[src/rtl/gige_pcs_shared_clkrst_if.sv]
// RIU write port plus the per-nibble presence, BTVAL, RIU read-back and ready flags
// exchanged between the shared clock/reset controller and up to three nibbles.
interface gige_pcs_shared_clkrst_if;
    logic [5:0]  riu_addr_out;
    logic [15:0] riu_wr_data_out;
    logic        riu_wr_en_out;
    logic [1:0]  riu_nibble_sel_out;

    logic [15:0] riu_rddata_1, riu_rddata_2, riu_rddata_3;
    logic        riu_valid_1, riu_valid_2, riu_valid_3;
    logic        riu_prsnt_1, riu_prsnt_2, riu_prsnt_3;
    logic [8:0]  rx_btval_1, rx_btval_2, rx_btval_3;
    logic        tx_dly_rdy_1, tx_dly_rdy_2, tx_dly_rdy_3;
    logic        rx_dly_rdy_1, rx_dly_rdy_2, rx_dly_rdy_3;
    logic        tx_vtc_rdy_1, tx_vtc_rdy_2, tx_vtc_rdy_3;
    logic        rx_vtc_rdy_1, rx_vtc_rdy_2, rx_vtc_rdy_3;

    modport master (
        output riu_addr_out, riu_wr_data_out, riu_wr_en_out, riu_nibble_sel_out,
        input  riu_rddata_1, riu_rddata_2, riu_rddata_3,
        input  riu_valid_1, riu_valid_2, riu_valid_3,
        input  riu_prsnt_1, riu_prsnt_2, riu_prsnt_3,
        input  rx_btval_1, rx_btval_2, rx_btval_3,
        input  tx_dly_rdy_1, tx_dly_rdy_2, tx_dly_rdy_3,
        input  rx_dly_rdy_1, rx_dly_rdy_2, rx_dly_rdy_3,
        input  tx_vtc_rdy_1, tx_vtc_rdy_2, tx_vtc_rdy_3,
        input  rx_vtc_rdy_1, rx_vtc_rdy_2, rx_vtc_rdy_3
    );

    modport slave (
        input  riu_addr_out, riu_wr_data_out, riu_wr_en_out, riu_nibble_sel_out,
        output riu_rddata_1, riu_rddata_2, riu_rddata_3,
        output riu_valid_1, riu_valid_2, riu_valid_3,
        output riu_prsnt_1, riu_prsnt_2, riu_prsnt_3,
        output rx_btval_1, rx_btval_2, rx_btval_3,
        output tx_dly_rdy_1, tx_dly_rdy_2, tx_dly_rdy_3,
        output rx_dly_rdy_1, rx_dly_rdy_2, rx_dly_rdy_3,
        output tx_vtc_rdy_1, tx_vtc_rdy_2, tx_vtc_rdy_3,
        output rx_vtc_rdy_1, rx_vtc_rdy_2, rx_vtc_rdy_3
    );
endinterface

[src/rtl/gige_pcs_shared_clkrst.sv]
// Shared clock-enable, PLL-lock model and BITSLICE bring-up sequencer for up to three
// native-mode LVDS SGMII nibbles, ending with release of the 125 MHz logic resets.
module gige_pcs_shared_clkrst #(
    parameter int         LOCK_CYCLES = 64,
    parameter int         BSC_HOLD    = 16,
    parameter int         BS_HOLD     = 16,
    parameter logic [5:0] RIU_ADDR    = 6'h0C
) (
    input  logic                      refclk625_in,
    input  logic                      reset,
    gige_pcs_shared_clkrst_if.master  riu,
    output logic clk312_out,
    output logic clk125_out,
    output logic tx_pll_clk_out,
    output logic rx_pll_clk_out,
    output logic tx_rdclk_out,
    output logic riu_clk_out,
    output logic tx_locked,
    output logic rx_locked,
    output logic tx_bsc_rst_out,
    output logic rx_bsc_rst_out,
    output logic tx_bs_rst_out,
    output logic rx_bs_rst_out,
    output logic tx_rst_dly_out,
    output logic rx_rst_dly_out,
    output logic tx_bsc_en_vtc_out,
    output logic rx_bsc_en_vtc_out,
    output logic tx_bs_en_vtc_out,
    output logic rx_bs_en_vtc_out,
    output logic rst_125_out,
    output logic tx_logic_reset,
    output logic rx_logic_reset
);
    localparam logic [2:0] S_PLL  = 3'd0;
    localparam logic [2:0] S_BSC  = 3'd1;
    localparam logic [2:0] S_BS   = 3'd2;
    localparam logic [2:0] S_DLY  = 3'd3;
    localparam logic [2:0] S_RIU  = 3'd4;
    localparam logic [2:0] S_VTC  = 3'd5;
    localparam logic [2:0] S_DONE = 3'd6;
    localparam int         CW     = 16;

    logic [2:0]    state_q, state_d;
    logic [CW-1:0] cnt_q, cnt_d;
    logic          clk312_q, clk125_q;
    logic [2:0]    div5_q;
    logic          locked_q, locked_d, bsc_rst_q, bsc_rst_d, bs_rst_q, bs_rst_d;
    logic          en_vtc_q, en_vtc_d, logic_rst_q, logic_rst_d;
    logic          wr_en_q, wr_en_d;
    logic [5:0]    addr_q, addr_d;
    logic [15:0]   data_q, data_d;
    logic [1:0]    sel_q, sel_d;
    logic [2:0]    prsnt_q, tx_dly_q, rx_dly_q, tx_vtc_q, rx_vtc_q;
    logic          dly_ok, vtc_ok, nib_found;
    logic [1:0]    nib_idx;
    logic [8:0]    btval_sel;
    logic          unused_rsvd;

    // Absent nibbles count as ready so a partly populated bank still completes.
    assign dly_ok = &(~prsnt_q | (tx_dly_q & rx_dly_q));
    assign vtc_ok = &(~prsnt_q | (tx_vtc_q & rx_vtc_q));
    assign unused_rsvd = ^{riu.riu_rddata_1, riu.riu_rddata_2, riu.riu_rddata_3,
                           riu.riu_valid_1, riu.riu_valid_2, riu.riu_valid_3};

    // In S_RIU the counter holds the lowest nibble index still eligible for a write.
    always_comb begin
        nib_found = 1'b0;
        nib_idx   = 2'd0;
        for (int n = 2; n >= 0; n--) begin
            if (prsnt_q[n] && (2'(n) >= cnt_q[1:0])) begin
                nib_found = 1'b1;
                nib_idx   = 2'(n);
            end
        end
        case (nib_idx)
            2'd0:    btval_sel = riu.rx_btval_1;
            2'd1:    btval_sel = riu.rx_btval_2;
            default: btval_sel = riu.rx_btval_3;
        endcase
    end

    always_comb begin
        // NOTE: every next-state signal gets a default here, so no branch can infer a latch.
        state_d     = state_q;
        cnt_d       = cnt_q + CW'(1);
        locked_d    = locked_q;
        bsc_rst_d   = bsc_rst_q;
        bs_rst_d    = bs_rst_q;
        en_vtc_d    = en_vtc_q;
        logic_rst_d = logic_rst_q;
        wr_en_d     = 1'b0;
        addr_d      = addr_q;
        data_d      = data_q;
        sel_d       = sel_q;
        case (state_q)
            S_PLL: if (cnt_q == CW'(LOCK_CYCLES - 1)) begin
                state_d  = S_BSC;
                cnt_d    = '0;
                locked_d = 1'b1;
            end
            S_BSC: if (cnt_q == CW'(BSC_HOLD - 1)) begin
                state_d   = S_BS;
                cnt_d     = '0;
                bsc_rst_d = 1'b0;
            end
            S_BS: if (cnt_q == CW'(BS_HOLD - 1)) begin
                state_d  = S_DLY;
                cnt_d    = '0;
                bs_rst_d = 1'b0;
            end
            S_DLY: begin
                cnt_d = '0;
                if (dly_ok) state_d = S_RIU;
            end
            S_RIU: begin
                cnt_d = cnt_q;
                if (wr_en_q) begin
                    wr_en_d = 1'b0;
                end else if (nib_found) begin
                    wr_en_d = 1'b1;
                    addr_d  = RIU_ADDR;
                    data_d  = {7'b0, btval_sel};
                    sel_d   = nib_idx + 2'd1;
                    cnt_d   = CW'(nib_idx) + CW'(1);
                end else begin
                    state_d  = S_VTC;
                    cnt_d    = '0;
                    en_vtc_d = 1'b1;
                end
            end
            S_VTC: begin
                cnt_d = '0;
                if (vtc_ok) begin
                    state_d     = S_DONE;
                    logic_rst_d = 1'b0;
                end
            end
            S_DONE:  cnt_d = '0;
            default: begin
                state_d = S_PLL;
                cnt_d   = '0;
            end
        endcase
    end

    // NOTE: non-blocking assignments so every register samples pre-edge values.
    always_ff @(posedge refclk625_in) begin
        if (!reset) begin
            state_q     <= S_PLL;
            cnt_q       <= '0;
            clk312_q    <= 1'b0;
            clk125_q    <= 1'b0;
            div5_q      <= 3'd0;
            locked_q    <= 1'b0;
            bsc_rst_q   <= 1'b1;
            bs_rst_q    <= 1'b1;
            en_vtc_q    <= 1'b0;
            logic_rst_q <= 1'b1;
            wr_en_q     <= 1'b0;
            addr_q      <= '0;
            data_q      <= '0;
            sel_q       <= '0;
            prsnt_q     <= '0;
            tx_dly_q    <= '0;
            rx_dly_q    <= '0;
            tx_vtc_q    <= '0;
            rx_vtc_q    <= '0;
        end else begin
            state_q     <= state_d;
            cnt_q       <= cnt_d;
            clk312_q    <= ~clk312_q;
            div5_q      <= (div5_q == 3'd4) ? 3'd0 : div5_q + 3'd1;
            clk125_q    <= (div5_q < 3'd2);
            locked_q    <= locked_d;
            bsc_rst_q   <= bsc_rst_d;
            bs_rst_q    <= bs_rst_d;
            en_vtc_q    <= en_vtc_d;
            logic_rst_q <= logic_rst_d;
            wr_en_q     <= wr_en_d;
            addr_q      <= addr_d;
            data_q      <= data_d;
            sel_q       <= sel_d;
            prsnt_q     <= {riu.riu_prsnt_3, riu.riu_prsnt_2, riu.riu_prsnt_1};
            tx_dly_q    <= {riu.tx_dly_rdy_3, riu.tx_dly_rdy_2, riu.tx_dly_rdy_1};
            rx_dly_q    <= {riu.rx_dly_rdy_3, riu.rx_dly_rdy_2, riu.rx_dly_rdy_1};
            tx_vtc_q    <= {riu.tx_vtc_rdy_3, riu.tx_vtc_rdy_2, riu.tx_vtc_rdy_1};
            rx_vtc_q    <= {riu.rx_vtc_rdy_3, riu.rx_vtc_rdy_2, riu.rx_vtc_rdy_1};
        end
    end

    assign clk312_out             = clk312_q;
    assign tx_rdclk_out           = clk312_q;
    assign clk125_out             = clk125_q;
    assign riu_clk_out            = clk125_q;
    assign tx_pll_clk_out         = refclk625_in;
    assign rx_pll_clk_out         = refclk625_in;
    assign tx_locked              = locked_q;
    assign rx_locked              = locked_q;
    assign tx_bsc_rst_out         = bsc_rst_q;
    assign rx_bsc_rst_out         = bsc_rst_q;
    assign tx_bs_rst_out          = bs_rst_q;
    assign rx_bs_rst_out          = bs_rst_q;
    assign tx_rst_dly_out         = bs_rst_q;
    assign rx_rst_dly_out         = bs_rst_q;
    assign tx_bsc_en_vtc_out      = en_vtc_q;
    assign rx_bsc_en_vtc_out      = en_vtc_q;
    assign tx_bs_en_vtc_out       = en_vtc_q;
    assign rx_bs_en_vtc_out       = en_vtc_q;
    assign rst_125_out            = logic_rst_q;
    assign tx_logic_reset         = logic_rst_q;
    assign rx_logic_reset         = logic_rst_q;
    assign riu.riu_wr_en_out      = wr_en_q;
    assign riu.riu_addr_out       = addr_q;
    assign riu.riu_wr_data_out    = data_q;
    assign riu.riu_nibble_sel_out = sel_q;
endmodule

[src/flat_wrapper.sv]
// flat-port wrapper written by rule: the top's interface ports become plain ports
module gige_pcs_shared_clkrst_flat 
#(
    parameter int         LOCK_CYCLES = 64,
    parameter int         BSC_HOLD    = 16,
    parameter int         BS_HOLD     = 16,
    parameter logic [5:0] RIU_ADDR    = 6'h0C
)
  (refclk625_in, reset, clk312_out, clk125_out, tx_pll_clk_out, rx_pll_clk_out, tx_rdclk_out, riu_clk_out, tx_locked, rx_locked, tx_bsc_rst_out, rx_bsc_rst_out, tx_bs_rst_out, rx_bs_rst_out, tx_rst_dly_out, rx_rst_dly_out, tx_bsc_en_vtc_out, rx_bsc_en_vtc_out, tx_bs_en_vtc_out, rx_bs_en_vtc_out, rst_125_out, tx_logic_reset, rx_logic_reset, riu_riu_addr_out, riu_riu_wr_data_out, riu_riu_wr_en_out, riu_riu_nibble_sel_out, riu_riu_rddata_1, riu_riu_rddata_2, riu_riu_rddata_3, riu_riu_valid_1, riu_riu_valid_2, riu_riu_valid_3, riu_riu_prsnt_1, riu_riu_prsnt_2, riu_riu_prsnt_3, riu_rx_btval_1, riu_rx_btval_2, riu_rx_btval_3, riu_tx_dly_rdy_1, riu_tx_dly_rdy_2, riu_tx_dly_rdy_3, riu_rx_dly_rdy_1, riu_rx_dly_rdy_2, riu_rx_dly_rdy_3, riu_tx_vtc_rdy_1, riu_tx_vtc_rdy_2, riu_tx_vtc_rdy_3, riu_rx_vtc_rdy_1, riu_rx_vtc_rdy_2, riu_rx_vtc_rdy_3);
  gige_pcs_shared_clkrst_if riu_i ();
  input  logic refclk625_in;
  input  logic reset;
  output logic clk312_out;
  output logic clk125_out;
  output logic tx_pll_clk_out;
  output logic rx_pll_clk_out;
  output logic tx_rdclk_out;
  output logic riu_clk_out;
  output logic tx_locked;
  output logic rx_locked;
  output logic tx_bsc_rst_out;
  output logic rx_bsc_rst_out;
  output logic tx_bs_rst_out;
  output logic rx_bs_rst_out;
  output logic tx_rst_dly_out;
  output logic rx_rst_dly_out;
  output logic tx_bsc_en_vtc_out;
  output logic rx_bsc_en_vtc_out;
  output logic tx_bs_en_vtc_out;
  output logic rx_bs_en_vtc_out;
  output logic rst_125_out;
  output logic tx_logic_reset;
  output logic rx_logic_reset;
  output wire logic [$bits(riu_i.riu_addr_out)-1:0] riu_riu_addr_out;
  output wire logic [$bits(riu_i.riu_wr_data_out)-1:0] riu_riu_wr_data_out;
  output wire logic [$bits(riu_i.riu_wr_en_out)-1:0] riu_riu_wr_en_out;
  output wire logic [$bits(riu_i.riu_nibble_sel_out)-1:0] riu_riu_nibble_sel_out;
  input wire logic [$bits(riu_i.riu_rddata_1)-1:0] riu_riu_rddata_1;
  input wire logic [$bits(riu_i.riu_rddata_2)-1:0] riu_riu_rddata_2;
  input wire logic [$bits(riu_i.riu_rddata_3)-1:0] riu_riu_rddata_3;
  input wire logic [$bits(riu_i.riu_valid_1)-1:0] riu_riu_valid_1;
  input wire logic [$bits(riu_i.riu_valid_2)-1:0] riu_riu_valid_2;
  input wire logic [$bits(riu_i.riu_valid_3)-1:0] riu_riu_valid_3;
  input wire logic [$bits(riu_i.riu_prsnt_1)-1:0] riu_riu_prsnt_1;
  input wire logic [$bits(riu_i.riu_prsnt_2)-1:0] riu_riu_prsnt_2;
  input wire logic [$bits(riu_i.riu_prsnt_3)-1:0] riu_riu_prsnt_3;
  input wire logic [$bits(riu_i.rx_btval_1)-1:0] riu_rx_btval_1;
  input wire logic [$bits(riu_i.rx_btval_2)-1:0] riu_rx_btval_2;
  input wire logic [$bits(riu_i.rx_btval_3)-1:0] riu_rx_btval_3;
  input wire logic [$bits(riu_i.tx_dly_rdy_1)-1:0] riu_tx_dly_rdy_1;
  input wire logic [$bits(riu_i.tx_dly_rdy_2)-1:0] riu_tx_dly_rdy_2;
  input wire logic [$bits(riu_i.tx_dly_rdy_3)-1:0] riu_tx_dly_rdy_3;
  input wire logic [$bits(riu_i.rx_dly_rdy_1)-1:0] riu_rx_dly_rdy_1;
  input wire logic [$bits(riu_i.rx_dly_rdy_2)-1:0] riu_rx_dly_rdy_2;
  input wire logic [$bits(riu_i.rx_dly_rdy_3)-1:0] riu_rx_dly_rdy_3;
  input wire logic [$bits(riu_i.tx_vtc_rdy_1)-1:0] riu_tx_vtc_rdy_1;
  input wire logic [$bits(riu_i.tx_vtc_rdy_2)-1:0] riu_tx_vtc_rdy_2;
  input wire logic [$bits(riu_i.tx_vtc_rdy_3)-1:0] riu_tx_vtc_rdy_3;
  input wire logic [$bits(riu_i.rx_vtc_rdy_1)-1:0] riu_rx_vtc_rdy_1;
  input wire logic [$bits(riu_i.rx_vtc_rdy_2)-1:0] riu_rx_vtc_rdy_2;
  input wire logic [$bits(riu_i.rx_vtc_rdy_3)-1:0] riu_rx_vtc_rdy_3;
  assign riu_riu_addr_out = riu_i.riu_addr_out;
  assign riu_riu_wr_data_out = riu_i.riu_wr_data_out;
  assign riu_riu_wr_en_out = riu_i.riu_wr_en_out;
  assign riu_riu_nibble_sel_out = riu_i.riu_nibble_sel_out;
  assign riu_i.riu_rddata_1 = riu_riu_rddata_1;
  assign riu_i.riu_rddata_2 = riu_riu_rddata_2;
  assign riu_i.riu_rddata_3 = riu_riu_rddata_3;
  assign riu_i.riu_valid_1 = riu_riu_valid_1;
  assign riu_i.riu_valid_2 = riu_riu_valid_2;
  assign riu_i.riu_valid_3 = riu_riu_valid_3;
  assign riu_i.riu_prsnt_1 = riu_riu_prsnt_1;
  assign riu_i.riu_prsnt_2 = riu_riu_prsnt_2;
  assign riu_i.riu_prsnt_3 = riu_riu_prsnt_3;
  assign riu_i.rx_btval_1 = riu_rx_btval_1;
  assign riu_i.rx_btval_2 = riu_rx_btval_2;
  assign riu_i.rx_btval_3 = riu_rx_btval_3;
  assign riu_i.tx_dly_rdy_1 = riu_tx_dly_rdy_1;
  assign riu_i.tx_dly_rdy_2 = riu_tx_dly_rdy_2;
  assign riu_i.tx_dly_rdy_3 = riu_tx_dly_rdy_3;
  assign riu_i.rx_dly_rdy_1 = riu_rx_dly_rdy_1;
  assign riu_i.rx_dly_rdy_2 = riu_rx_dly_rdy_2;
  assign riu_i.rx_dly_rdy_3 = riu_rx_dly_rdy_3;
  assign riu_i.tx_vtc_rdy_1 = riu_tx_vtc_rdy_1;
  assign riu_i.tx_vtc_rdy_2 = riu_tx_vtc_rdy_2;
  assign riu_i.tx_vtc_rdy_3 = riu_tx_vtc_rdy_3;
  assign riu_i.rx_vtc_rdy_1 = riu_rx_vtc_rdy_1;
  assign riu_i.rx_vtc_rdy_2 = riu_rx_vtc_rdy_2;
  assign riu_i.rx_vtc_rdy_3 = riu_rx_vtc_rdy_3;
  gige_pcs_shared_clkrst #(.LOCK_CYCLES(LOCK_CYCLES), .BSC_HOLD(BSC_HOLD), .BS_HOLD(BS_HOLD), .RIU_ADDR(RIU_ADDR)) u_core (.refclk625_in(refclk625_in), .reset(reset), .riu(riu_i), .clk312_out(clk312_out), .clk125_out(clk125_out), .tx_pll_clk_out(tx_pll_clk_out), .rx_pll_clk_out(rx_pll_clk_out), .tx_rdclk_out(tx_rdclk_out), .riu_clk_out(riu_clk_out), .tx_locked(tx_locked), .rx_locked(rx_locked), .tx_bsc_rst_out(tx_bsc_rst_out), .rx_bsc_rst_out(rx_bsc_rst_out), .tx_bs_rst_out(tx_bs_rst_out), .rx_bs_rst_out(rx_bs_rst_out), .tx_rst_dly_out(tx_rst_dly_out), .rx_rst_dly_out(rx_rst_dly_out), .tx_bsc_en_vtc_out(tx_bsc_en_vtc_out), .rx_bsc_en_vtc_out(rx_bsc_en_vtc_out), .tx_bs_en_vtc_out(tx_bs_en_vtc_out), .rx_bs_en_vtc_out(rx_bs_en_vtc_out), .rst_125_out(rst_125_out), .tx_logic_reset(tx_logic_reset), .rx_logic_reset(rx_logic_reset));
endmodule
[config.mk]
export PLATFORM = sky130hd
export DESIGN_NAME = gige_pcs_shared_clkrst_flat
export DESIGN_NICKNAME = d
export VERILOG_FILES = /design/src/rtl/gige_pcs_shared_clkrst_if.sv /design/src/rtl/gige_pcs_shared_clkrst.sv /design/src/flat_wrapper.sv
export SDC_FILE = /design/constraint.sdc
export NUM_CORES = 1
export LEC_CHECK = 0
export ABC_CLOCK_PERIOD_IN_PS = 4000
export CORE_MARGIN = 5
export CORE_UTILIZATION = 45
export CTS_BUF_LIST = sky130_fd_sc_hd__clkbuf_8
export DETAILED_ROUTE_END_ITERATION = 7
export PLACE_DENSITY = 0.95
export SLEW_MARGIN = 5
export SYNTH_ARGS = -nofsm -noshare
export SYNTH_HDL_FRONTEND = slang
export SYNTH_SLANG_ARGS = --single-unit
export TNS_END_PERCENT = 5
[constraint.sdc]
create_clock -name refclk625_in -period 4 [get_ports refclk625_in]
set_input_delay 0.4 -clock refclk625_in [delete_from_list [all_inputs] [get_ports refclk625_in]]
set_output_delay 0.4 -clock refclk625_in [all_outputs]
set_load 0.005 [all_outputs]
==> key figures, run 1 <==
Run status
  • Status: finished, final reports clean

Timing
  • Setup Skew: 8.294 ps
  • RSZ-0062 raised after global routing: no
  • Final Hold Vio Count: 0
  • Slew @ Worst Pin: 1029 ps
  • Setup violations, final: 0
  • Slew Limit Fails: 0
  • TNS Setup: 0 ps
  • Rel. slew slack: 31.17%

Final layout
  • Synthesis-to-layout area growth: 31.25%
  • Final nets: 499
  • Leading cell type in the layout, fill and taps excluded: clkdlybuf4s50_1
  • Layout cell share with drive strength beyond 1: 7.232%
  • Commonest cells after routing, fill and taps aside: clkdlybuf4s50_1 (78), dfxtp_1 (57), nand2_1 (35)
  • Final instance area: 3836 sq um
  • FILL cells: 523
  • Ant. Diodes: 0

Job
  • Max-cap viol count: 0

Clock tree
  • Worst-Skew Late Latency: 450 ps
  • Post-cts resize count: 0
  • TritonCTS clock tree: built
  • Setup bufs post-CTS: 0
  • Clock-pin slew on the worst setup and hold paths: 60 ps
  • Hold Buf Count CTS: 0

Logic synthesis
  • Synth Area in Compound Gates: 18.88%
  • Simple-gate portion of the synthesized area: 26.24%
  • Leading post-synthesis cells by cell area: dfxtp_1 (39%), buf_4 (6.7%), nand2_1 (4.5%)
  • XOR/XNOR Fraction of Synth Area: 0.2997%
  • Synthesized area per cell: 8.725 sq um
  • Netlist cell types: 54
  • Adder-Cell Fraction of Synth Area: 3.425%
  • Top-area cell type share of the netlist area: 39.04%
  • Post-synth EDFFs: 0
  • Yosys warns: 0
  • Seq/Total Area, Yosys: 39.04%
  • Post-synthesis mux area share: 0.6849%
  • Cell Area, Synth: 2923 sq um
  • Largest family of logic cells by synthesized area: simple AND/OR/NAND/NOR gates
  • Ys async rst share: 0%
  • Area leader, netlist: dfxtp_1
  • Synth Register Bits: 57
  • Synthesized instance count: 335
  • Top_reg_cell synth: dfxtp_1

Pwr
  • Clock power share: 44.9%
  • Internal: 0.001188 W
  • Part of the power in registers: 38.6%
  • Leak Pwr: 1.455 nW
  • Pwr/cell area: 421.4 nW/um^2
  • Comb pwr share: 16.5%
  • Switching Share: 26.48%
  • Net Sw Power: 0.0004281 W
  • Worst vdd ir: 306.0 uV

Setup path
  • Max stage delay on crit path: 430 ps
  • Worst Path Required: 3600 ps
  • Critical-path cell list: clkbuf_8, clkbuf_8, clkdlybuf4s50_1
  • Reg2Reg Capture Point: u_core.riu.riu_wr_data_out[2]$_SDFFE_PN0P_
  • Setup slack, reg-to-reg: 1320 ps
  • Worst setup EP type: primary output
  • CP max-delay cell: clkdlybuf4s50_1
  • R2R depth: 9
  • Critical Path Start Type: clock port
  • Crit Path Max Fanout: 2
  • Worst Setup EP: tx_pll_clk_out
  • Critical R2R Launch: u_core.cnt_q[0]$_SDFFE_PN0N_
  • Top cell by count, worst path: clkbuf_8
  • WS Path Type: clk -> out
  • CP startpoint: refclk625_in
  • WP data arrival: 2670 ps

Global routing
  • Initial antenna violation count: 0
  • Vias in the first global route: 2569
  • GRT Overall Usage: 17.66%
  • Largest net degree at the start of global routing: 49
  • First-pass GRT wire length: 11.83 mm
  • Grt ovf: 0

Worst hold path
  • HP Class: reg -> reg

Drt
  • Via Count: 2710
  • WL per Instance: 15.26 um
  • Final WL: 7.292 mm
  • Pre-Repair DR Iteration Count: 5
  • DRC: 0
  • Vias per cell: 5.669
  • DRT iter0 DRCs: 269
  • Antenna-violating nets left: 0

Floorplanning
  • Die ar.: 8207 sq um
  • CORE AREA: 6350 sq um
  • Number of I/O pins: 141
  • Row cnt: 29
  • Die extent in y: 90.59 um
  • Starting Density: 46.03%
  • Die Wd: 90.59 um

Placed design
  • Placed Area: 3571 sq um
  • Port bufs: 78
  • Dpl hpwl: 4.980 mm
  • GPL Wtd Cong: 0.8159
==> power groups by stage <==
stage	clock network (W)	registers (W)	logic (W)
finish	0.000726	0.000624	0.000267
global route	0.000773	0.000628	0.000293
CTS	0.000740	0.000623	0.000265
detailed placement	0.0000421	0.000634	0.000261
global placement	0.0000421	0.000632	0.000249
floorplan	0.0000324	0.000620	0.000199
==> routing by layer <==
metal	vias up	part of all wire, %	GRT usage, %
li1	1276	-	-
met3	20	7.5	5.667
met1	1292	40	19.60
met2	122	50	29.54
met4	0	2.6	9.926
met5	-	0	0
==> how the worst min path moves through the flow <==
stage,end,cells after the start,start,slack (ps)
finish,u_core.clk312_out$_SDFF_PN0_,1,u_core.clk312_out$_SDFF_PN0_,430
detailed placement,u_core.clk312_out$_SDFF_PN0_,1,u_core.clk312_out$_SDFF_PN0_,430
floorplan,u_core.clk125_out$_SDFF_PN0_,1,u_core.div5_q[1]$_SDFF_PP0_,420
global placement,u_core.clk312_out$_SDFF_PN0_,1,u_core.clk312_out$_SDFF_PN0_,420
global route,u_core.riu.riu_wr_data_out[0]$_SDFFE_PN0P_,2,u_core.riu.riu_wr_data_out[0]$_SDFFE_PN0P_,470
CTS,u_core.clk312_out$_SDFF_PN0_,1,u_core.clk312_out$_SDFF_PN0_,440
==> critical path: cells and delay by family <==
kind,cells,cell delay [ps]
buf+inv,3,660
==> cells in the mapped netlist (all sizes together) (5+ instances only) <==
library cell,count
dfxtp,57
nor2b,8
a21boi,7
a221o,9
buf,32
and3,6
nand2,35
clkbuf,12
inv,12
nor2,14
o211ai,5
nand2b,13
nand3,20
a21oi,16
ha,8
and2,19
==> registers in the layout, summed over array words and instances, names as in the netlist <==
register	cells
u_core.riu.riu_nibble_sel_out	2
u_core.cnt_q	16
u_core.rx_vtc_q	3
u_core.clk312_out	1
u_core.rst_125_out	1
u_core.prsnt_q	3
u_core.clk125_out	1
u_core.rx_bs_en_vtc_out	1
u_core.riu.riu_addr_out	1
u_core.rx_bs_rst_out	1
u_core.state_q	3
u_core.rx_locked	1
u_core.tx_vtc_q	3
u_core.rx_dly_q	3
u_core.riu.riu_wr_data_out	9
u_core.rx_bsc_rst_out	1
u_core.riu.riu_wr_en_out	1
u_core.div5_q	3
u_core.tx_dly_q	3
==> logic make-up after synthesis <==
family	after synthesis
and+or+nand+nor	138
AOI/OAI and AO/OA	71
DFF	57
buffers and inverters	57
adders and majority gates	8
muxes	2
other	1
xor gates and xnor gates	1
==> through the flow <==
step | worst slack, ps | util (%) | power (W) | std cells | hold slack, ps
2_1_floorplan | 1489 | - | 0.0008517 | 345 | 424.9
3_3_place_gp | 1186 | 56.24 | 0.0009229 | 458 | 423.5
3_5_place_dp | 1186 | 56.24 | 0.0009370 | 458 | 426.7
4_1_cts | 920.7 | 60.41 | 0.001628 | 478 | 437.3
5_1_grt | 904.1 | 60.41 | 0.001694 | 478 | 465.4
6_report | 931.9 | 60.41 | 0.001616 | 478 | 432.1
==> final cells by class <==
| type | count | area (sq um) | share of cell area [%] |
|---|---|---|---|
| multi-input combinational | 231 | 1489 | 38.81 |
| clock inverter | 7 | 86.33 | 2.250 |
| timing repair buffer | 78 | 775.7 | 20.22 |
| sequential | 57 | 1141 | 29.75 |
| inverter | 13 | 48.80 | 1.272 |
| clock buffer | 15 | 198.9 | 5.186 |
| tap | 77 | 96.34 | 2.511 |
Note: power is estimated with default switching activity, not from simulation.
==> run 2: changes to the inputs <==
--- a/config.mk
+++ b/config.mk
@@ -5,12 +5,12 @@
 export SDC_FILE = /design/constraint.sdc
 export NUM_CORES = 1
 export LEC_CHECK = 0
-export ABC_CLOCK_PERIOD_IN_PS = 4000
+export ABC_CLOCK_PERIOD_IN_PS = 2800
 export CORE_MARGIN = 5
-export CORE_UTILIZATION = 45
+export CORE_UTILIZATION = 38
 export CTS_BUF_LIST = sky130_fd_sc_hd__clkbuf_8
 export DETAILED_ROUTE_END_ITERATION = 7
-export PLACE_DENSITY = 0.95
+export PLACE_DENSITY = 0.87
 export SLEW_MARGIN = 5
 export SYNTH_ARGS = -nofsm -noshare
 export SYNTH_HDL_FRONTEND = slang
==> constraint.sdc (replaced) <==
create_clock -name refclk625_in -period 2.8 [get_ports refclk625_in]
set_input_delay 0.28 -clock refclk625_in [delete_from_list [all_inputs] [get_ports refclk625_in]]
set_output_delay 0.28 -clock refclk625_in [all_outputs]
set_load 0.005 [all_outputs]
==> run 2 against run 1 <==
Sequential share of layout area about the same; power increased by 33%; sequential cell count unchanged; largest cell class unchanged; combinational power increased by 40%; via count decreased by 6.2%; die area increased by 16%; cell area about the same; utilization decreased by 10 points.
==> key figures, run 2 (synthesized netlist as in run 1, its figures left out) <==
Run status
  • Status: finished, final reports clean (unchanged)

Timing
  • Slew Limit Fails: 0 (unchanged)
  • Setup violations, final: 0 (unchanged)
  • TNS Setup: 0 ps (unchanged)
  • Slew @ Worst Pin: 1047 ps (was 1029 ps)
  • Hold_ws: 405.8 ps (was 432.1 ps)
  • Final Hold Vio Count: 0 (unchanged)
  • RSZ-0062 raised after global routing: no (unchanged)
  • Tcrit/Tclk final: 89.74%
  • Setup Skew: 10.98 ps (was 8.294 ps)
  • Minimum clock period after layout: 2513 ps
  • Max Freq: 0.3980 GHz
  • Rel. slew slack: 29.96% (was 31.17%)

Clock tree
  • Post-cts resize count: 0 (unchanged)
  • Hold Buf Count CTS: 0 (unchanged)
  • Worst-Skew Late Latency: 450 ps (about the same)
  • Clock-pin slew on the worst setup and hold paths: 80 ps (was 60 ps)
  • TritonCTS clock tree: built (unchanged)
  • Setup bufs post-CTS: 0 (unchanged)

Global routing
  • First-pass GRT wire length: 11.12 mm (was 11.83 mm)
  • Grt ovf: 0 (unchanged)
  • Initial antenna violation count: 0 (unchanged)
  • GRT Overall Usage: 14.52% (was 17.66%)
  • Largest net degree at the start of global routing: 48 (was 49)
  • Vias in the first global route: 2521 (was 2569)

Setup path
  • Critical-path cell list: inv_1, ha_1, nand2b_1, and3_1, inv_1, ha_1, a221o_1, nand3_1, a21oi_1 (was clkbuf_8, clkbuf_8, clkdlybuf4s50_1)
  • Worst setup EP type: register (was primary output)
  • CP max-delay cell: ha_1 (was clkdlybuf4s50_1)
  • WS Path Type: reg -> reg (was clk -> out)
  • Max stage delay on crit path: 560 ps (was 430 ps)
  • WP data arrival: 2890 ps (was 2670 ps)
  • WP buf/inv: 2 (was 3)
  • Critical Path Start Type: register (was clock port)
  • Crit Path Max Fanout: 18 (was 2)
  • CP delay by family, top: adder cells (was buffers and inverters)
  • Worst Path Required: 3170 ps (was 3600 ps)

Drt
  • Antenna-violating nets left: 0 (unchanged)
  • WL per Instance: 13.37 um (was 15.26 um)
  • Final WL: 6.727 mm (was 7.292 mm)
  • Via Count: 2543 (was 2710)
  • Vias per cell: 5.056 (was 5.669)
  • DRC: 0 (unchanged)
  • DRT iter0 DRCs: 147 (was 269)
  • Pre-Repair DR Iteration Count: 4 (was 5)

Floorplanning
  • Row cnt: 32 (was 29)
  • Die ar.: 9545 sq um (was 8207 sq um)
  • Die extent in y: 97.70 um (was 90.59 um)
  • Starting Density: 38.42% (was 46.03%)
  • CORE AREA: 7607 sq um (was 6350 sq um)
  • Die Wd: 97.70 um (was 90.59 um)
  • Number of I/O pins: 141 (unchanged)

Worst hold path
  • HP Class: in -> reg (was reg -> reg)

Final layout
  • Synthesis-to-layout area growth: 31.21% (was 31.25%)
  • Max FFs per register: 16 (unchanged)
  • Layout cell share with drive strength beyond 1: 7.481% (was 7.232%)
  • Biggest register: u_core.cnt_q (unchanged)
  • Final nets: 499 (unchanged)
  • Ant. Diodes: 0 (unchanged)
  • Commonest cells after routing, fill and taps aside: clkdlybuf4s50_1 (78), dfxtp_1 (57), nand2_1 (35) (unchanged)
  • Leading cell type in the layout, fill and taps excluded: clkdlybuf4s50_1 (unchanged)

Placed design
  • Dpl hpwl: 4.852 mm (was 4.980 mm)
  • GPL Wtd Cong: 0.8661 (was 0.8159)
  • Port bufs: 78 (unchanged)

Pwr
  • Worst vdd ir: 352.0 uV (was 306.0 uV)
  • Pwr/cell area: 562.0 nW/um^2 (was 421.4 nW/um^2)
  • Leak Pwr: 1.427 nW (was 1.455 nW)

Job
  • Max-cap viol count: 0 (unchanged)
run 2: cell count changes in the layout (fill, tap and decap cells not counted):
cell / delta
bufinv_16: -2
clkinv_2: -2
clkinv_4: +1
clkinvlp_4: +2
inv_1: -1
inv_6: +2
run 2: where the power goes:
part	internal, W	total [W]	switching [W]
Sequential	0.000846	0.000887	0.0000410
Clock	0.000495	0.000893	0.000398
Combinational	0.000189	0.000375	0.000186
Total	0.00153	0.00216	0.000625
run 2: final timing paths:
check / startpoint / endpoint / slack [ps] / depth (start not counted)
min: riu_rx_dly_rdy_1 / u_core.rx_dly_q[0]$_SDFF_PN0_ / 410 / 2
min reg2reg: u_core.clk312_out$_SDFF_PN0_ / u_core.clk312_out$_SDFF_PN0_ / 440 / 1
max: u_core.cnt_q[1]$_SDFFE_PN0N_ / u_core.riu.riu_wr_data_out[1]$_SDFFE_PN0P_ / 290 / 9
max reg2reg: u_core.cnt_q[1]$_SDFFE_PN0N_ / u_core.riu.riu_wr_data_out[1]$_SDFFE_PN0P_ / 290 / 9
run 2: final cells by class:
class	instances	area (sq um)
clock buffers	15	198.9
flip-flops and latches	57	1141
multi-input cells	231	1489
well taps	102	127.6
clock inverters	7	53.80
inverters	13	48.80
fillers	728	3772
repair buffers	78	775.7
run 2: per-layer routing:
layer	GRT usage (%)	part of all wire [%]
met3	5.240	6.4
met1	15.68	42
met2	24.30	50
met4	8.733	2.1
met5	0	0
run 2: metrics by stage:
step	cell area, sq um	util (%)	total power [W]	instances	setup WS [ps]
floorplan	2960	-	0.001217	345	509.0
global placement	3602	47.35	0.001322	483	418.3
detailed placement	3602	47.35	0.001337	483	324.6
CTS	3835	50.41	0.002183	503	291.2
global route	3835	50.41	0.002280	503	22.82
finish	3835	50.41	0.002155	503	287.3
==> run 3: changes to the inputs <==
--- a/config.mk
+++ b/config.mk
@@ -5,12 +5,14 @@
 export SDC_FILE = /design/constraint.sdc
 export NUM_CORES = 1
 export LEC_CHECK = 0
-export ABC_CLOCK_PERIOD_IN_PS = 2800
+export ABC_CLOCK_PERIOD_IN_PS = 3200
+export CAP_MARGIN = 40
 export CORE_MARGIN = 5
-export CORE_UTILIZATION = 38
+export CORE_UTILIZATION = 50
 export CTS_BUF_LIST = sky130_fd_sc_hd__clkbuf_8
 export DETAILED_ROUTE_END_ITERATION = 7
-export PLACE_DENSITY = 0.87
+export DONT_BUFFER_PORTS = 1
+export PLACE_DENSITY = 0.73
 export SLEW_MARGIN = 5
 export SYNTH_ARGS = -nofsm -noshare
 export SYNTH_HDL_FRONTEND = slang
==> constraint.sdc (replaced) <==
create_clock -name refclk625_in -period 3.2 [get_ports refclk625_in]
set_input_delay 0.32 -clock refclk625_in [delete_from_list [all_inputs] [get_ports refclk625_in]]
set_output_delay 0.32 -clock refclk625_in [all_outputs]
set_load 0.005 [all_outputs]
==> run 3 against run 2 <==
Cell count shrank 22%; largest power group is now registers; clock-buffer cell count shrank 5; sequential cell count is the same; sequential share of layout area grew 8.6 points; utilization grew 2.6 points.
==> key figures, run 3 (synthesized netlist as in run 1, its figures left out) <==
Job
  • Max-cap viol count: 0 (unchanged)

Clock tree
  • Root Buffer: clkbuf_8
  • Clock sinks: 57
  • TritonCTS clock tree: built (unchanged)
  • Setup bufs post-CTS: 0 (unchanged)
  • Longest Clk Path Bufs: 2
  • Post-cts resize count: 0 (unchanged)
  • H-tree Lvls: 3
  • Worst-Skew Late Latency: 340 ps (was 450 ps)
  • Hold Buf Count CTS: 0 (unchanged)
  • Clock-pin slew on the worst setup and hold paths: 70 ps (was 80 ps)
  • Num CTS Buffers: 9

Timing
  • Tcrit/Tclk final: 77.99% (was 89.74%)
  • Final Hold Vio Count: 0 (unchanged)
  • Minimum clock period after layout: 2496 ps (was 2513 ps)
  • TNS Setup: 0 ps (unchanged)
  • Hold_ws: 43.66 ps (was 405.8 ps)
  • Setup Skew: 10.08 ps (was 10.98 ps)
  • Slew Limit Fails: 0 (unchanged)
  • Setup violations, final: 0 (unchanged)
  • Rel. slew slack: 40.94% (was 29.96%)
  • Max Freq: 0.4007 GHz (was 0.3980 GHz)
  • Slew @ Worst Pin: 877.8 ps (was 1047 ps)
  • RSZ-0062 raised after global routing: no (unchanged)

Setup path
  • WP buf/inv: 2 (unchanged)
  • Critical-path cell list: inv_1, ha_1, nand2_1, and3_1, inv_1, ha_1, a221o_1, nand3_1, a21oi_1 (was inv_1, ha_1, nand2b_1, and3_1, inv_1, ha_1, a221o_1, nand3_1, a21oi_1)
  • Critical Path Stages: 9 (unchanged)
  • R2R depth: 9 (unchanged)
  • Worst Path Required: 3410 ps (was 3170 ps)
  • Crit Path Max Fanout: 18 (unchanged)
  • WP data arrival: 2710 ps (was 2890 ps)
  • Critical R2R Launch: u_core.cnt_q[0]$_SDFFE_PN0N_ (was u_core.cnt_q[1]$_SDFFE_PN0N_)
  • Worst setup EP type: register (unchanged)
  • Critical Path Start Type: register (unchanged)
  • CP delay by family, top: adder cells (unchanged)
  • CP max-delay cell: and3_1 (was ha_1)
  • WS Path Type: reg -> reg (unchanged)
  • Max stage delay on crit path: 480 ps (was 560 ps)
  • CP startpoint: u_core.cnt_q[0]$_SDFFE_PN0N_ (was u_core.cnt_q[1]$_SDFFE_PN0N_)

Pwr
  • Pwr Total: 0.001672 W (was 0.002155 W)
  • Pwr/cell area: 562.5 nW/um^2 (was 562.0 nW/um^2)
  • Worst vdd ir: 340.4 uV (was 352.0 uV)
  • Leak Pwr: 1.128 nW (was 1.427 nW)

Placed design
  • GPL Wtd Cong: 0.8106 (was 0.8661)
  • Dpl hpwl: 4.178 mm (was 4.852 mm)
  • Port bufs: 0 (was 78)

Global routing
  • Vias in the first global route: 2070 (was 2521)
  • Grt ovf: 0 (unchanged)
  • Largest net degree at the start of global routing: 49 (was 48)
  • Initial antenna violation count: 0 (unchanged)
  • First-pass GRT wire length: 9.480 mm (was 11.12 mm)
  • GRT Overall Usage: 16.36% (was 14.52%)

Floorplanning
  • Die ar.: 7474 sq um (was 9545 sq um)
  • Die extent in y: 86.46 um (was 97.70 um)
  • Starting Density: 52.12% (was 38.42%)
  • Die Wd: 86.46 um (was 97.70 um)
  • Number of I/O pins: 141 (unchanged)
  • Row cnt: 27 (was 32)
  • CORE AREA: 5608 sq um (was 7607 sq um)

Worst hold path
  • Hold Path Stages: 1 (was 2)
  • Hold Crit Start: reset (was riu_rx_dly_rdy_1)
  • HP Class: in -> reg (unchanged)

Drt
  • Vias per cell: 5.744 (was 5.056)
  • Antenna-violating nets left: 0 (unchanged)
  • DRT iter0 DRCs: 156 (was 147)
  • Final WL: 5.988 mm (was 6.727 mm)
  • WL per Instance: 15.31 um (was 13.37 um)
  • Pre-Repair DR Iteration Count: 4 (unchanged)
  • DRC: 0 (unchanged)
  • Via Count: 2246 (was 2543)

Run status
  • Status: finished, final reports clean (unchanged)

Final layout
  • Leading cell type in the layout, fill and taps excluded: dfxtp_1 (was clkdlybuf4s50_1)
  • Ant. Diodes: 0 (unchanged)
  • Commonest cells after routing, fill and taps aside: dfxtp_1 (57), nand2_1 (35), nand3_1 (19), and2_1 (19), a21oi_1 (16) (was clkdlybuf4s50_1 (78), dfxtp_1 (57), nand2_1 (35))
  • Layout cell share with drive strength beyond 1: 7.210% (was 7.481%)
  • Final nets: 417 (was 499)
  • Biggest register: u_core.cnt_q (unchanged)
  • Synthesis-to-layout area growth: 1.712% (was 31.21%)
  • Max FFs per register: 16 (unchanged)
## run 3: report_power, final
part | internal (W) | leakage (nW) | switching [W]
Clock | 0.000369 | 0.110 | 0.000267
Sequential | 0.000741 | 0.465 | 0.0000366
Combinational | 0.000110 | 0.553 | 0.000148
## run 3: area by class of cell
class                   instances  area (sq um)
repair buffers                  2         15.01
clock inverters                 6         51.30
well taps                      72         90.09
inverters                      13         48.80
fillers                       525          2635
clock buffers                  10         137.6
multi-input cells             231          1489
flip-flops and latches         57          1141
## run 3: final timing paths
kind,to,slack (ps)
max reg2reg,u_core.riu.riu_wr_data_out[2]$_SDFFE_PN0P_,700
min reg2reg,u_core.clk125_out$_SDFF_PN0_,470
max,u_core.riu.riu_wr_data_out[2]$_SDFFE_PN0P_,700
min,u_core.rx_bsc_rst_out$_SDFFE_PN1P_,40
## run 3: per-stage QoR
step	instance area, sq um	utilization, %	instances	setup slack, ps
after floorplan	2960	-	345	909.0
after global placement	2776	49.51	374	819.5
after detailed placement	2784	49.64	375	748.3
after CTS	2973	53.01	391	730.9
after global routing	2973	53.01	391	438.3
final	2973	53.01	391	704.3
## run 3: routing by layer
| layer | up-vias | part of all wire, % | GRT usage (%) |
|---|---|---|---|
| li1 | 1111 | - | - |
| met1 | 1050 | 43 | 18.36 |
| met2 | 77 | 46 | 25.38 |
| met3 | 8 | 9.4 | 8.460 |
| met4 | 0 | 1.3 | 8.215 |
| met5 | - | 0 | 0 |
## run 3: worst register-to-register path, delay by kind of cell, from the launching register on
kind	cells	cell delay, ps
buf+inv	2	230
simple gates	3	650
flops	1	420
fa+ha+maj	2	650
compound gates	2	420
